File: src/rtl/snes_pkg.sv
// ============================================================================
// snes_pkg : shared FSM states, frame sizes and button bit positions
// Rev 1.0
// ============================================================================
`default_nettype none

package snes_pkg;

    typedef enum logic [2:0] {
        IDLE   = 3'd0,
        LATCH  = 3'd1,
        SETUP  = 3'd2,
        CLK_LO = 3'd3,
        CLK_HI = 3'd4,
        DONE   = 3'd5
    } state_t;

    localparam int NUM_BITS    = 16;
    localparam int NUM_BUTTONS = 12;

    // Bit positions inside the parallel button word (1 = pressed)
    localparam int BTN_B      = 11;
    localparam int BTN_Y      = 10;
    localparam int BTN_SELECT = 9;
    localparam int BTN_START  = 8;
    localparam int BTN_UP     = 7;
    localparam int BTN_DOWN   = 6;
    localparam int BTN_LEFT   = 5;
    localparam int BTN_RIGHT  = 4;
    localparam int BTN_A      = 3;
    localparam int BTN_X      = 2;
    localparam int BTN_L      = 1;
    localparam int BTN_R      = 0;

endpackage

`default_nettype wire

File: src/rtl/sync_2ff.sv
// ============================================================================
// sync_2ff : two-flop synchronizer for a single asynchronous pin input
// Rev 1.0
// ============================================================================
`default_nettype none

module sync_2ff #(
    parameter logic RESET_VAL = 1'b1
) (
    input  logic clk,
    input  logic rst_n,
    input  logic d_i,
    output logic q_o
);

    logic meta_q;
    logic sync_q;

    always_ff @(posedge clk or negedge rst_n) begin
        if (!rst_n) begin
            meta_q <= RESET_VAL;
            sync_q <= RESET_VAL;
        end else begin
            meta_q <= d_i;
            sync_q <= meta_q;
        end
    end

    assign q_o = sync_q;

endmodule

`default_nettype wire

File: src/rtl/snes_ctrl_reader.sv
// ============================================================================
// snes_ctrl_reader : polls one SNES pad per frame and outputs a 12-bit word.
// Optional macro SNES_FRAME_CHECK_EN drops frames whose trailer bits read low.
// Rev 1.0
// ============================================================================
`default_nettype none

module snes_ctrl_reader
    import snes_pkg::*;
#(
    parameter int HALF_TICKS  = 288,
    parameter int FRAME_TICKS = 800000
) (
    input  logic                   clk,
    input  logic                   reset_n,
    input  logic                   ser_data,
    output logic                   ctrl_latch,
    output logic                   ctrl_clk,
    output logic [NUM_BUTTONS-1:0] p1data,
    output logic                   p1data_valid,
    output logic                   busy
);

    localparam int TW = (FRAME_TICKS > 1) ? $clog2(FRAME_TICKS) : 1;
    localparam int CW = (2 * HALF_TICKS > 1) ? $clog2(2 * HALF_TICKS) : 1;
    localparam int BW = $clog2(NUM_BITS);

    localparam logic [TW-1:0] c_FRAME_LAST = TW'(FRAME_TICKS - 1);
    localparam logic [CW-1:0] c_HALF_LAST  = CW'(HALF_TICKS - 1);
    localparam logic [CW-1:0] c_LATCH_LAST = CW'(2 * HALF_TICKS - 1);
    localparam logic [BW-1:0] c_BIT_LAST   = BW'(NUM_BITS - 1);

    logic                   w_ser;
    logic                   w_start;
    logic [TW-1:0]          timer_q;
    logic [TW-1:0]          timer_d;
    state_t                 state_q;
    logic [CW-1:0]          cnt_q;
    logic [BW-1:0]          bitcnt_q;
    logic [NUM_BITS-1:0]    shift_q;
    logic                   latch_q;
    logic                   clk_q;
    logic [NUM_BUTTONS-1:0] p1data_q;
    logic                   valid_q;

    sync_2ff #(
        .RESET_VAL (1'b1)
    ) u_sync_ser (
        .clk   (clk),
        .rst_n (reset_n),
        .d_i   (ser_data),
        .q_o   (w_ser)
    );

    // Free-running frame timer; it keeps counting during a transfer so the
    // poll period stays fixed regardless of how long a transfer takes.
    always_comb begin
        timer_d = (timer_q == c_FRAME_LAST) ? '0 : timer_q + 1'b1;
    end

    assign w_start = (timer_q == c_FRAME_LAST);

    always_ff @(posedge clk or negedge reset_n) begin
        if (!reset_n) begin
            timer_q <= '0;
        end else begin
            timer_q <= timer_d;
        end
    end

    always_ff @(posedge clk or negedge reset_n) begin
        if (!reset_n) begin
            state_q  <= IDLE;
            cnt_q    <= '0;
            bitcnt_q <= '0;
            shift_q  <= '0;
            latch_q  <= 1'b0;
            clk_q    <= 1'b1;
            p1data_q <= '0;
            valid_q  <= 1'b0;
        end else begin
            valid_q <= 1'b0;
            cnt_q   <= cnt_q + 1'b1;
            case (state_q)
                IDLE: begin
                    cnt_q <= '0;
                    if (w_start) begin
                        latch_q <= 1'b1;
                        state_q <= LATCH;
                    end
                end
                LATCH: begin
                    if (cnt_q == c_LATCH_LAST) begin
                        cnt_q   <= '0;
                        latch_q <= 1'b0;
                        state_q <= SETUP;
                    end
                end
                SETUP: begin
                    if (cnt_q == c_HALF_LAST) begin
                        cnt_q    <= '0;
                        shift_q  <= {shift_q[NUM_BITS-2:0], w_ser};
                        bitcnt_q <= '0;
                        clk_q    <= 1'b0;
                        state_q  <= CLK_LO;
                    end
                end
                CLK_LO: begin
                    if (cnt_q == c_HALF_LAST) begin
                        cnt_q   <= '0;
                        clk_q   <= 1'b1;
                        state_q <= CLK_HI;
                    end
                end
                CLK_HI: begin
                    if (cnt_q == c_HALF_LAST) begin
                        cnt_q <= '0;
                        if (bitcnt_q != c_BIT_LAST) begin
                            shift_q  <= {shift_q[NUM_BITS-2:0], w_ser};
                            bitcnt_q <= bitcnt_q + 1'b1;
                            clk_q    <= 1'b0;
                            state_q  <= CLK_LO;
                        end else begin
                            state_q <= DONE;
                        end
                    end
                end
                DONE: begin
                    cnt_q   <= '0;
                    state_q <= IDLE;
`ifdef SNES_FRAME_CHECK_EN
                    // A genuine pad always reports its four trailer bits high
                    if (&shift_q[NUM_BITS-NUM_BUTTONS-1:0]) begin
                        p1data_q <= ~shift_q[NUM_BITS-1 -: NUM_BUTTONS];
                        valid_q  <= 1'b1;
                    end
`else
                    p1data_q <= ~shift_q[NUM_BITS-1 -: NUM_BUTTONS];
                    valid_q  <= 1'b1;
`endif
                end
                default: begin
                    cnt_q   <= '0;
                    latch_q <= 1'b0;
                    clk_q   <= 1'b1;
                    state_q <= IDLE;
                end
            endcase
        end
    end

`ifndef SNES_FRAME_CHECK_EN
    logic w_unused_tail;
    assign w_unused_tail = ^shift_q[NUM_BITS-NUM_BUTTONS-1:0];
`endif

    assign ctrl_latch   = latch_q;
    assign ctrl_clk     = clk_q;
    assign p1data       = p1data_q;
    assign p1data_valid = valid_q;
    assign busy         = (state_q != IDLE);

endmodule

`default_nettype wire

File: config.mk
export PLATFORM = sky130hd
export DESIGN_NAME = snes_ctrl_reader
export DESIGN_NICKNAME = d
export VERILOG_FILES = /design/src/rtl/snes_pkg.sv /design/src/rtl/sync_2ff.sv /design/src/rtl/snes_ctrl_reader.sv
export SDC_FILE = /design/constraint.sdc
export NUM_CORES = 1
export LEC_CHECK = 0
export ABC_AREA = 1
export CAP_MARGIN = 20
export CORE_MARGIN = 3
export CORE_UTILIZATION = 53
export CTS_CLUSTER_DIAMETER = 40
export DETAILED_ROUTE_END_ITERATION = 10
export GPL_TIMING_DRIVEN = 0
export HOLD_SLACK_MARGIN = 0.12
export PLACE_DENSITY = 0.75
export SYNTH_ARGS = -nofsm -noshare
export SYNTH_HDL_FRONTEND = slang
export SYNTH_SLANG_ARGS = --single-unit
File: constraint.sdc
create_clock -name clk -period 1.2 [get_ports clk]
set_input_delay 0.24 -clock clk [delete_from_list [all_inputs] [get_ports clk]]
set_output_delay 0.24 -clock clk [all_outputs]
set_load 0.05 [all_outputs]
; ---- After elaboration in Yosys (flattened, before gate mapping)
; Index checks and enable logic that the tools add are counted.
[word_totals]
in_bits = 3
reg_bits = 70
elab_cells = 70
[classes]
muxes = 28
reduce_logical = 10
add_sub_neg = 3
eq_ne = 15
bitwise = 3
[op_table]
columns = operator, count
row1 = 2-to-1 mux 16 bit, 3
row2 = one-hot mux 16 bit (2 select lines), 1
row3 = adder 20 x 1 -> 20 bit (second input constant), 1
row4 = equality test 20 bit (second input constant), 1
row5 = 2-to-1 mux 10 bit, 2
row6 = 2-to-1 mux 20 bit, 1
row7 = one-hot mux 10 bit (2 select lines), 1
row8 = 2-to-1 mux 3 bit, 6
row9 = one-hot mux 3 bit (5 select lines), 1
row10 = 2-to-1 mux 4 bit, 3
row11 = inequality test 2 bit (second input constant), 6
row12 = inverter 12 bit, 1
row13 = adder 10 x 1 -> 10 bit (second input constant), 1
row14 = equality test 10 bit (second input constant), 1
row15 = equality test 10 x 9 -> 1 bit (second input constant), 1
row16 = AND reduction 5 bit, 2
row17 = one-hot mux 4 bit (2 select lines), 1
row18 = 2-to-1 mux 1 bit, 7
row19 = equality test 3 x 2 -> 1 bit (second input constant), 2
row20 = equality test 3 bit (second input constant), 2
row21 = OR reduction 3 bit, 2
row22 = adder 4 x 1 -> 4 bit (second input constant), 1
row23 = inequality test 4 bit (second input constant), 1
row24 = one-hot mux 1 bit (4 select lines), 1
row25 = other kinds (9), 10

; ---- Depth between registers and ports, before layout
[logic_depth]
depth_word = 4
depth_mapped = 10

; ---- Cells and area by module
; A second synthesis with hierarchy kept.
[hier_totals]
cells_unflattened = 379
area_unflattened_um2 = 3236.9
[modules_own_cells]
columns = module, cells_per_inst, n_inst, area_each_um2
row1 = snes_ctrl_reader, 377, 1, 3184.3
row2 = sync_2ff, 2, 1, 52.6

; ---- Worst setup path before layout
; OpenSTA, ideal clock, no wires.
[synth_timing]
kind = register -> register
startpoint = register timer_q[0]
endpoint = register latch_q (netlist: ctrl_latch)
setup_time_ns = 0.119
period_less_slack_ns = 1.371
stages_incl_launch_ff = 9
slack_ns = -0.171
t_arrival_ns = 1.252
path_cell_list = dfrtp_1 > ha_1 > nand3_1 > nor2_2 > nand3_4 > nand2_2 > nand2_1 > nand2_1 > nand2_1
[synth_via]
elab_chain_len = 3
[synth_lines]
columns = element, line_no
row1 = start: declaration, snes_ctrl_reader.sv:35  ; logic [TW-1:0] timer_q;
row2 = start signal: assignment, snes_ctrl_reader.sv:67  ; timer_q <= timer_d;
row3 = equality test 20 bit, snes_ctrl_reader.sv:61  ; assign w_start = (timer_q == c_FRAME_LAST);
row4 = inequality test 2 bit (no line), n/a
row5 = AND reduction 3 bit (no line), n/a
row6 = end signal: assignment, snes_ctrl_reader.sv:77  ; latch_q <= 1'b0;
row7 = end signal: assignment, snes_ctrl_reader.sv:88  ; latch_q <= 1'b1;
row8 = end signal: assignment, snes_ctrl_reader.sv:95  ; latch_q <= 1'b0;
row9 = end: declaration, snes_ctrl_reader.sv:41  ; logic latch_q;
; No other way between the ends.
; A chain may end at the register's enable or synchronous reset.

; ---- Worst setup path after layout
[layout_timing]
startpoint = register timer_q[9]
endpoint = register state_q[0]
[layout_via]
elab_chain_len = 3
[layout_lines]
columns = element, line_no
row1 = equality test 20 bit, snes_ctrl_reader.sv:61
row2 = inequality test 2 bit (no line), n/a
row3 = AND reduction 5 bit (no line), n/a
row4 = end signal: assignment, snes_ctrl_reader.sv:73  ; state_q <= IDLE;
row5 = end signal: assignment, snes_ctrl_reader.sv:89  ; state_q <= LATCH;
row6 = end signal: assignment, snes_ctrl_reader.sv:96  ; state_q <= SETUP;
row7 = end: declaration, snes_ctrl_reader.sv:37  ; state_t state_q;
; No other way between the ends.

==> impl_summary.log <==
INFO  metric route.detailed.wl_per_inst = around 18 um
INFO  metric worst_setup_path_category = flip-flop to flip-flop
INFO  metric skew_final = between 0.015 and 0.02 ns
INFO  metric worst_setup_path_start_kind = flip-flop
INFO  metric timing.max_cap.violations = 0
INFO  metric min_period_over_period = 1.30
INFO  metric p_sw_frac = 0.261
INFO  metric timing.final.crit_period = ~1.6 ns
INFO  metric multiInputGateArea = ~1900 um2
INFO  metric pwr-share-comb = 0.011
INFO  metric grt_overflow = 0
INFO  metric setup_viol_count_final = 56
INFO  metric grt_util_all_layers = 0.227
INFO  metric violations = hold timing, setup timing
INFO  metric clk_latency = approximately 0.37 ns
INFO  metric rsz0062_at_grt = true
INFO  metric timing.critical_path.required = ~1.5 ns
INFO  metric worst_slew_margin_rel = 0.416
INFO  metric port_buffer_cells = 18
INFO  metric grt_antenna_before_repair = 0
INFO  metric regArea = roughly 1800 um2
INFO  metric num_vias = roughly 3,100
INFO  metric die_x = 84.5 um
INFO  metric tritoncts = yes
INFO  metric initial_util = 0.568
INFO  metric post_layout_nonfiller_instances = 558
INFO  metric p_r_area_growth_vs_syn = 53.4%
INFO  metric postRouteAntennaNets = 0
INFO  metric synth_fp_nets = 390
INFO  metric setup.reg_to_reg.worst_slack = -0.36 ns
INFO  metric leak_pwr = ~0.0024 uW
INFO  metric cp_data_arrival_time = around 1.8 ns
INFO  metric global_route_wire_length_before_repair = approximately 13,000 um
INFO  metric worstPathMaxFanout = 5
INFO  metric synth-seq-area-share = 0.538
INFO  metric postSynthCellCount = approximately 380
INFO  metric cellInternalPower = 3160 uW
INFO  metric rr_worst_depth = 6
INFO  metric ys_top_cells_by_count = sky130_fd_sc_hd__nand2_1 (112), sky130_fd_sc_hd__dfrtp_1 (67), sky130_fd_sc_hd__nor2_1 (44), sky130_fd_sc_hd__inv_1 (38), sky130_fd_sc_hd__nand3_1 (25)
INFO  metric clkSlewWorstSetupHoldPaths = roughly 0.09 ns
INFO  metric run_status = complete, but fails checks
INFO  metric antenna_cells = 0
INFO  metric via_per_inst = between 5 and 6
INFO  metric number_of_global_route_vias_before_repair = around 2,800
INFO  metric gpl.final_weighted_congestion = ~0.85
INFO  metric grt_start_max_net_pins = between 70 and 80
INFO  metric cts_inserted_buffers = 9
INFO  metric synth_area = 3260 um2
INFO  metric yosysTopAreaCellShare = 0.514
INFO  metric placedInstanceArea = ~3600 um2
INFO  metric layout.filler_cells = 273
INFO  metric tightest_slew = 0.876 ns
INFO  metric area_of_the_die = approximately 7100 um2
INFO  metric bufs_on_longest_clock_path = 2
INFO  metric vdd.ir_drop.worst = just over 0.0008 V
INFO  metric yosys.cell_count.top_type = sky130_fd_sc_hd__nand2_1
INFO  metric post_route_cells_drive_above_1_share = 0.516
INFO  metric finalNetCount = 487
INFO  metric post_synth_num_cell_types = 34
INFO  metric fmaxAchievable = 640 MHz
INFO  metric cts_root_cell = sky130_fd_sc_hd__clkbuf_8
INFO  metric mean_instance_size_in_the_synthesized_netlist = between 8 and 9 um2
INFO  metric setup_ws = -0.362 ns
INFO  metric synthesis.yosys.warnings = 0
INFO  metric core-area = 5740 um2
INFO  metric dieHeight = 84.5 um
INFO  metric finish.instance_area = 5010 um2
INFO  metric htreeDepth = 3
INFO  metric power_density = around 850 nW/um2
INFO  metric regToRegEndpoint = state_q[0]
INFO  metric initialDrtViolationCount = roughly 170
INFO  metric totalWireLength = 9840 um
INFO  metric yosysTopAreaCell = sky130_fd_sc_hd__dfrtp_1
INFO  metric async_flop_share = 1.00
INFO  metric timing.final.hold_violations = 28
INFO  metric synth-edff-count = 0
INFO  metric io_pins = 19
INFO  metric synth.ff_latch_count = 70
INFO  metric placementRows = 27
INFO  metric share_seq_of_total_power = 0.553
INFO  metric clock_power_share = 0.435
INFO  metric worst_hold_slack = -0.0324 ns
INFO  metric critPathCaptureType = flip-flop
INFO  metric synthTopCellsByArea = sky130_fd_sc_hd__dfrtp_1 (51%), sky130_fd_sc_hd__nand2_1 (13%), sky130_fd_sc_hd__nor2_1 (5.1%)
INFO  metric p_sw = around 1100 uW
INFO  metric hold_path.class = input pin to async pin
INFO  metric hpwl = ~4000 um
INFO  metric timing.final.max_slew_violations = 0
INFO  metric reg2reg_from = timer_q[9]
INFO  metric pre_cts_ws = -0.649 ns
INFO  metric drc = 0
INFO  metric numClockSinks = 70
INFO  metric ys.flop_type = sky130_fd_sc_hd__dfrtp_1
INFO  metric dr.pass1.iters = 5
INFO  metric inst_count_dp = around 470
worst max-delay path, stage by stage, from the launching register on:
cell and delay [ns]:
sky130_fd_sc_hd__dfrtp_1 0.46, sky130_fd_sc_hd__nor3_1 0.41, sky130_fd_sc_hd__nand3_4 0.20, sky130_fd_sc_hd__nand2_4 0.16, sky130_fd_sc_hd__nand2_1 0.09, sky130_fd_sc_hd__nand2_1 0.08, sky130_fd_sc_hd__nand2_1 0.05
per-stage QoR:
stage               TNS, ns  utilization  hold slack, ns  total power (uW)
floorplan             -2.36            -         -0.0556              2410
global placement    -180.51        0.628           0.346              2460
detailed placement   -14.23        0.627           0.349              2460
CTS                  -11.28        0.766          0.0280              4250
global route         -16.66        0.872          0.0556              4410
finish               -13.86        0.872         -0.0324              4280
repair_timing:
action	CTS	global route
pin swaps	40	53
endpoints found under the setup margin	81	82
buffers inserted	38	29
resized for setup	199	120
cloned	4	1
endpoints found under the hold margin	67	67
power groups by stage:
stage | registers (uW) | logic [uW] | clock network [uW]
CTS | 2360 | 52.3 | 1830
global placement | 2410 | 52.7 | 0
floorplan | 2410 | 0.000707 | 0
global route | 2370 | 58.1 | 1980
detailed placement | 2410 | 52.6 | 0
finish | 2360 | 48.8 | 1860
state kept, by name (all words and copies together), names as in the netlist, 3 cells and up:
name,count
p1data,12
timer_q,20
shift_q,16
bitcnt_q,4
state_q,3
cnt_q,10
cells by family after synthesis:
logic type,count (synthesis),share of synthesized area
compound gates,39,0.0636
simple gates,211,0.289
buf+inv,49,0.0659
flops,70,0.538
fa+ha+maj,3,0.0115
xor+xnor,12,0.0322
final cells by class:
type,count,share of cell area
multi-input combinational,265,0.373
sequential,70,0.352
timing repair buffer,86,0.168
inverter,43,0.0382
clock buffer,9,0.0247
tap,72,0.0180
buffer,6,0.0150
clock inverter,7,0.0120
per-layer routing:
layer  global-route usage  vias to the layer above  share of wire  wire length, um
li1                     -                     1415              -                -
met1                0.288                     1532           0.40             3970
met2                0.372                      107           0.51             5020
met3               0.0559                       38          0.052              509
met4               0.0978                        0          0.034              333
met5                    0                        -              0                0
worst max path at each step:
stage	cells past startpoint	slack (ns)	to	from
2_1_floorplan	8	-0.1	state_q[0]	cnt_q[6]
6_report	6	-0.36	state_q[0]	timer_q[9]
4_1_cts	5	-0.30	busy	state_q[1]
5_1_grt	7	-0.45	state_q[0]	timer_q[18]
3_5_place_dp	5	-0.65	busy	state_q[0]
3_3_place_gp	1	-2.43	shift_q[9]	reset_n
cell usage in the layout, fill, tap and decap left out, types with 2 or more instances in the layout:
master and instances:
sky130_fd_sc_hd__a21oi_1 4, sky130_fd_sc_hd__a21oi_2 5, sky130_fd_sc_hd__buf_12 3, sky130_fd_sc_hd__buf_4 44
sky130_fd_sc_hd__buf_6 39, sky130_fd_sc_hd__buf_8 5, sky130_fd_sc_hd__clkbuf_8 9, sky130_fd_sc_hd__clkinv_8 2
sky130_fd_sc_hd__dfrtp_1 62, sky130_fd_sc_hd__dfrtp_2 5, sky130_fd_sc_hd__dfstp_2 3, sky130_fd_sc_hd__ha_4 3
sky130_fd_sc_hd__inv_1 27, sky130_fd_sc_hd__inv_2 11, sky130_fd_sc_hd__inv_4 2, sky130_fd_sc_hd__inv_6 5
sky130_fd_sc_hd__nand2_1 66, sky130_fd_sc_hd__nand2_2 37, sky130_fd_sc_hd__nand2_4 13, sky130_fd_sc_hd__nand3_1 11
sky130_fd_sc_hd__nand3_2 9, sky130_fd_sc_hd__nand3_4 6, sky130_fd_sc_hd__nand4_1 4, sky130_fd_sc_hd__nor2_1 25
sky130_fd_sc_hd__nor2_2 9, sky130_fd_sc_hd__nor2_4 19, sky130_fd_sc_hd__nor3_1 2, sky130_fd_sc_hd__nor3_2 5
sky130_fd_sc_hd__o21ai_0 11, sky130_fd_sc_hd__o21ai_1 8, sky130_fd_sc_hd__o21ai_2 6, sky130_fd_sc_hd__xor2_1 8
sky130_fd_sc_hd__xor2_2 2
No activity file was read; power rests on OpenSTA's default activity.
